==> src/rtl/pipe_ctrl.sv <==
// rtl/pipe_ctrl.sv - pipeline stall merge, redirect arbitration with pending slot, stats and watchdog
// A redirect blocked by a memory-bus stall is parked and fires once the bus access completes.
module pipe_ctrl #(
  parameter logic [31:0] TRAP_VEC = 32'h0000_0004,
  parameter logic [15:0] TIMEOUT  = 16'd1024
) (
  input  logic        clk,
  input  logic        rst,
  input  logic        stallreq_id,
  input  logic        stallreq_ex,
  input  logic        stallreq_mem,
  input  logic        excp_req,
  input  logic        mret_req,
  input  logic [31:0] mepc_i,
  input  logic        branch_req,
  input  logic [31:0] branch_target_i,
  output logic [5:0]  stall,
  output logic        flush,
  output logic [31:0] new_pc_o,
  output logic [31:0] stall_cnt,
  output logic [31:0] flush_cnt,
  output logic        stall_timeout
);

  logic        pend_v_q, pend_v_d;
  logic [1:0]  pend_cls_q, pend_cls_d;
  logic [31:0] pend_pc_q, pend_pc_d;
  logic [31:0] stall_cnt_q, stall_cnt_d;
  logic [31:0] flush_cnt_q, flush_cnt_d;
  logic [15:0] run_q, run_d;
  logic        timeout_q, timeout_d;

  logic        in_v;
  logic [1:0]  in_cls;
  logic [31:0] in_pc;
  logic        use_pend;
  logic        win_v;
  logic [31:0] win_pc;
  logic        grant;
  logic        capture;
  logic [5:0]  stall_enc;

  always_comb begin
    in_v   = 1'b1;
    in_cls = 2'd0;
    in_pc  = 32'h0;
    if (excp_req) begin
      in_cls = 2'd2;
      in_pc  = TRAP_VEC;
    end else if (mret_req) begin
      in_cls = 2'd1;
      in_pc  = mepc_i;
    end else if (branch_req) begin
      in_cls = 2'd0;
      in_pc  = branch_target_i;
    end else begin
      in_v = 1'b0;
    end
  end

  always_comb begin
    stall_enc = 6'b000000;
    if (stallreq_mem)     stall_enc = 6'b011111;
    else if (stallreq_ex) stall_enc = 6'b001111;
    else if (stallreq_id) stall_enc = 6'b000111;
  end

  // Equal class: the older, parked redirect wins.
  assign use_pend = pend_v_q && (!in_v || (pend_cls_q >= in_cls));
  assign win_v    = pend_v_q || in_v;
  assign win_pc   = use_pend ? pend_pc_q : in_pc;
  assign grant    = !rst && !stallreq_mem && win_v;
  assign capture  = !rst && stallreq_mem && in_v && (!pend_v_q || (in_cls > pend_cls_q));

  assign flush    = grant;
  assign new_pc_o = grant ? win_pc : 32'h0;
  assign stall    = (rst || grant) ? 6'b000000 : stall_enc;

  always_comb begin
    pend_v_d    = pend_v_q;
    pend_cls_d  = pend_cls_q;
    pend_pc_d   = pend_pc_q;
    stall_cnt_d = stall_cnt_q;
    flush_cnt_d = flush_cnt_q;
    run_d       = run_q;
    timeout_d   = timeout_q;
    if (grant) begin
      pend_v_d = 1'b0;
    end else if (capture) begin
      pend_v_d   = 1'b1;
      pend_cls_d = in_cls;
      pend_pc_d  = in_pc;
    end
    if (grant && (flush_cnt_q != 32'hFFFF_FFFF)) flush_cnt_d = flush_cnt_q + 32'd1;
    if (stall[0]) begin
      if (stall_cnt_q != 32'hFFFF_FFFF) stall_cnt_d = stall_cnt_q + 32'd1;
      if (run_q != 16'hFFFF)            run_d       = run_q + 16'd1;
    end else begin
      run_d = 16'd0;
    end
    if (run_d == TIMEOUT) timeout_d = 1'b1;
  end

  always_ff @(posedge clk) begin
    if (rst) begin
      pend_v_q    <= 1'b0;
      pend_cls_q  <= 2'd0;
      pend_pc_q   <= 32'h0;
      stall_cnt_q <= 32'h0;
      flush_cnt_q <= 32'h0;
      run_q       <= 16'd0;
      timeout_q   <= 1'b0;
    end else begin
      pend_v_q    <= pend_v_d;
      pend_cls_q  <= pend_cls_d;
      pend_pc_q   <= pend_pc_d;
      stall_cnt_q <= stall_cnt_d;
      flush_cnt_q <= flush_cnt_d;
      run_q       <= run_d;
      timeout_q   <= timeout_d;
    end
  end

  assign stall_cnt     = stall_cnt_q;
  assign flush_cnt     = flush_cnt_q;
  assign stall_timeout = timeout_q;

endmodule

==> config.mk <==
export PLATFORM = sky130hd
export DESIGN_NAME = pipe_ctrl
export DESIGN_NICKNAME = d
export VERILOG_FILES = /design/src/rtl/pipe_ctrl.sv
export SDC_FILE = /design/constraint.sdc
export NUM_CORES = 1
export LEC_CHECK = 0
export BUFFER_PORTS_ARGS = -buffer_cell sky130_fd_sc_hd__buf_2
export CAP_MARGIN = 15
export CELL_PAD_IN_SITES_DETAIL_PLACEMENT = 0
export CELL_PAD_IN_SITES_GLOBAL_PLACEMENT = 1
export CORE_MARGIN = 3
export CORE_UTILIZATION = 39
export CTS_CLUSTER_SIZE = 30
export DETAILED_ROUTE_END_ITERATION = 10
export GPL_ROUTABILITY_DRIVEN = 1
export PLACE_DENSITY = 0.9
export SYNTH_ARGS = -nofsm -noshare
export SYNTH_HDL_FRONTEND = slang
export SYNTH_SLANG_ARGS = --single-unit
==> constraint.sdc <==
create_clock -name clk -period 6.9 [get_ports clk]
set_input_delay 1.38 -clock clk [delete_from_list [all_inputs] [get_ports clk]]
set_output_delay 1.38 -clock clk [all_outputs]
set_load 0.05 [all_outputs]
Word-level counts from Yosys, hierarchy flattened
Index checks and enable logic that the tools add are counted.

Input bits: 72. Logic and storage cells: 51. Register bits: 116. Output and inout port bits: 104.

Eq/ne operators: 4. $lt $le $gt $ge: 2. Add/sub/neg operators: 3. Reduce and logical (&&, ||, !) cells: 18. Muxes and demuxes: 16. Bitwise gates (word level): 1.

Operator list (number): $mux 32 (5); $add 32x1->32 const B (2); $ne 32x32->1 const B (2); $mux 16 (2); $add 16x1->16 const B (1); $eq 16x11->1 const B (1); $ne 16x16->1 const B (1); $logic_and 1x1->1 (7); $mux 6 (1); $mux 5 (1); $logic_not 1->1 (4); $logic_or 1x1->1 (4); $mux 1 (4); $mux 4 (1); $reduce_and 2->1 (2); $mux 3 (1); $ge 2x2->1 (1); $gt 2x2->1 (1); $mux 2 (1); $reduce_or 2->1 (1); $not 1->1 (1).

Longest topological paths before layout
Word-level depth: 9. Gate-level depth with buffers: 13.

Worst setup path after synthesis
OpenSTA, ideal clock, no wires.

Path type: input-to-output. Start: input port mret_req. End: output port new_pc_o[10]. Arrival: 4.398 ns. Buffers on the path: 3. Cell stages on the path: 11. Slack: 1.122 ns. Cell sequence: nor2b_1 > clkbuf_1 > clkbuf_1 > inv_1 > ha_1 > nand2_1 > o21ai_0 > o21ai_1 > clkbuf_1 > nor2_1 > a211oi_1.

Longest elaborated chain between the ends: 7. Elaborated cells between the ends (all ways): 14. Those cells by class: 1 x order compare; 8 x mux; 5 x reduce/logical.

Ends and longest elaborated chain: start: declaration (RTL line 13) `input logic mret_req,`; $mux 1 (RTL line 50) `end else if (mret_req) begin`; $mux 2 / $mux 1 (equally long branches) (RTL line 47) `if (excp_req) begin`; $ge 2x2->1 / $logic_not 1->1 (equally long branches) (RTL line 69) `assign use_pend = pend_v_q && (!in_v || (pend_cls_q >= in_cls));`; $logic_or 1x1->1 (RTL line 69); $logic_and 1x1->1 (RTL line 69); $mux 32 (RTL line 71) `assign win_pc = use_pend ? pend_pc_q : in_pc;`; $mux 32 (*) (RTL line 76) `assign new_pc_o = grant ? win_pc : 32'h0;`; end: declaration (RTL line 19) `output logic [31:0] new_pc_o,`.

Mark *: on every way between the ends. The rest lies on a longest branch, timed or not.

Final worst setup path
Start: input port mret_req. End: output port new_pc_o[29].

The elaborated chain is that of the path after synthesis.

==> results by group <==
Final layout
  • Design Area, Final: slightly below 8000 um2
  • Share of cells above drive strength 1: 0.254
  • # nets final: 975
  • Area Growth Syn to Fin: 26.4%
  • # diodes: 0
  • FILL cells: 1,477

STA
  • Min Clock Period, post-route: 5.40 ns
  • Final period utilization: 0.782
  • RSZ-0062 raised after global routing: no
  • Worst-Margin Slew: 1.04 ns
  • Setup TNS: 0 ns
  • Final Max Slew Viols: 0
  • Peak Freq: 0.185 GHz
  • Clock skew: slightly above 0.008 ns
  • Setup violators final: 0
  • Final Hold Fails: 0
  • Slew HR: 0.302

CTS
  • CTS tree: built
  • # Post-CTS Setup Buffers: 0
  • CTS Hold Buffers Added: 0
  • Total number of H-tree levels: 4
  • CTS Buf Count: 17
  • Clk pin slew, worst setup/hold paths: ~0.050 ns
  • Clock Tree Buf Depth: 2
  • Root buffer cell: clkbuf_16
  • Clk sinks: 116
  • Resized Gates After CTS: 0
  • Clk Latency, worst-skew pair: 0.42 ns

Synth
  • Synth area leaders: dfxtp_1 38%, a211oi_1 8.7%, nor2_1 8.4%
  • Adder-cell share of the synthesized area: 0.0103
  • Post-synth top area cell: dfxtp_1
  • Avg Cell Area, Syn: 8.14 um2
  • Largest family of logic cells by synthesized area: simple AND/OR/NAND/NOR gates
  • Number of synthesized flops with an enable pin: 0
  • Synth unique cells: between 60 and 70
  • Synth Area in XOR/XNOR: 0.0676
  • Top-area cell type share of the netlist area: 0.381
  • FFs w/ async S/R, synth: 0
  • Top post-synthesis cells by count: 137 x nor2_1, 116 x dfxtp_1, 71 x a211oi_1, 41 x nand2_1, 41 x xnor2_1
  • Count leader, synth: nor2_1
  • Mapped Area: 6090 um2
  • Synth Register Bits: 116
  • Ys flop type: dfxtp_1
  • Syn_nets: 826
  • Synth Area in Simple Gates: 0.276
  • Synthesized instance count: 749
  • Compound-cell area share of the yosys netlist: 0.203
  • Mux share of post-synthesis cell area: 0.0121
  • Register area share after synthesis: 0.381
  • Synth warnings: 0

Setup path
  • Largest stage delay on the critical path: between 0.7 and 0.8 ns
  • Reg2Reg Setup Slack: ~4.2 ns
  • Most frequent CP cell: buf_2
  • CP Capture Type: primary output
  • Crit path buffers/inverters: 4
  • CP Class: in2out
  • CP top delay family: compound AO/OA/AOI/OAI gates
  • CP max stage cell: o21ai_4
  • Critical-path cell list: buf_2 -> nor2b_2 -> inv_1 -> ha_1 -> nand2_1 -> o21ai_0 -> o21ai_4 -> buf_4 -> nor2_1 -> a211oi_1 -> buf_2
  • Worst endpoint required time: ~5.5 ns
  • Worst Path Max Fanout: 40
  • Crit start category: primary input
  • Crit path arrival time: 4.02 ns

Job
  • Max Cap Violations: 0

Floorplan
  • Top Ports: between 150 and 200
  • Row cnt: 45
  • Vert. Die Dim: approximately 130 um
  • Chip Width: 131 um
  • Core region area: 15,300 um2
  • Die area: 17,200 um2
  • Starting Density: 0.399

Global route
  • Largest net degree at the start of global routing: 55
  • GRT Overall Usage: 0.185
  • First-pass GRT wire length: 25,800 um
  • Vias in the first global route: 5,267
  • Initial antenna violation count: 0
  • GR Overflow Total: 0

Drt
  • DRC: 0
  • Routed length per instance: about 15 um
  • Post-DR vias/cell: 5.37
  • Via count: ~6,000
  • First drt pass iteration count: 6
  • Post-route ant nets: 0
  • DRT iter0 DRCs: 393
  • Routed wire length: around 16,000 um

Min path
  • Worst hold path type: reg2reg

Pwr
  • PD cells: around 230 nW/um2
  • Max IR drop VDD: 0.156 mV
  • Power Total: approximately 1.8 mW
  • LEAKAGE: 3.04 nW

Placement
  • Routability cong.: 0.841
  • Dpl hpwl: 11,500 um
  • IO Port Bufs: 174
  • Placed cell area: 7080 um2

Outcome
  • Status: finished, final reports clean
path summary, 6_finish.rpt:
check / from / cells after the start / end
worst max-delay path: mret_req / 11 / new_pc_o[29]
worst min-delay path: stall_timeout$_SDFFE_PP0N_ / 2 / stall_timeout$_SDFFE_PP0N_
worst max register to register: stall_cnt[10]$_SDFFE_PP0P_ / 6 / stall_cnt[29]$_SDFFE_PP0P_
worst min register to register: stall_timeout$_SDFFE_PP0N_ / 2 / stall_timeout$_SDFFE_PP0N_
where the power goes:
part	switching (mW)	leakage, nW	internal (mW)
Sequential	0.0113	0.940	0.687
Combinational	0.122	1.79	0.0546
Clock	0.302	0.306	0.614
Total	0.436	3.04	1.36
layer usage:
layer,GRT usage,share of wire,vias up
li1,-,-,3046
met1,0.245,0.46,2798
met2,0.290,0.47,165
met3,0.0537,0.060,18
met4,0.0629,0.013,0
met5,0,0,-
stage by stage:
| stage | std cells | utilization | setup WS, ns | hold WS, ns |
|---|---|---|---|---|
| 2_1_floorplan | 749 | - | 1.12 | 0.455 |
| 3_3_place_gp | 1090 | 0.464 | 1.58 | 0.465 |
| 3_5_place_dp | 1090 | 0.464 | 1.51 | 0.469 |
| 4_1_cts | 1122 | 0.505 | 1.51 | 0.481 |
| 5_1_grt | 1122 | 0.505 | 1.25 | 0.510 |
| 6_report | 1122 | 0.505 | 1.50 | 0.466 |
kinds of logic after synthesis:
| group | after synthesis |
|---|---|
| XOR/XNOR | 47 |
| multiplexers | 7 |
| flip-flops | 116 |
| AO/OA/AOI/OAI | 172 |
| other | 1 |
| AND/OR/NAND/NOR | 331 |
| adder cells (fa/ha/maj) | 5 |
| buffers and inverters | 70 |
placed cells by master (no fill, tap or decap), drive strengths merged, types with 8 or more instances in the layout:
master,synthesis,final
nor3,18,18
o21ai,16,16
inv,18,18
a211oi,72,72
a2111oi,8,8
dfxtp,116,116
nor4,18,18
xnor2,41,41
a21oi,27,27
or3,15,15
a22oi,31,31
clkbuf,34,24
and4,10,10
nand2,41,41
nor2,137,137
nand4,25,25
nor2b,8,8
nand3,33,33
buf,17,181
layout make-up:
| type | instances | area, um2 | area share |
|---|---|---|---|
| clock buffers | 24 | 502 | 0.0651 |
| clock inverters | 8 | 121 | 0.0158 |
| inverters | 19 | 71.3 | 0.00926 |
| multi-input cells | 563 | 3500 | 0.454 |
| flip-flops and latches | 116 | 2320 | 0.301 |
| well taps | 211 | 264 | 0.0343 |
| repair buffers | 181 | 926 | 0.120 |
flip-flops by register name, indices dropped and copies added, names as in the netlist:
name	cells
run_q	16
stall_cnt	32
flush_cnt	32
pend_v_q	1
pend_pc_q	32
stall_timeout	1
pend_cls_q	2
worst min-delay path, cell delays in order (launching register included):
cell and delay, ns:
dfxtp_1 0.32, nand2_1 0.06, o31ai_2 0.05
(Power assumes the default switching activity.)
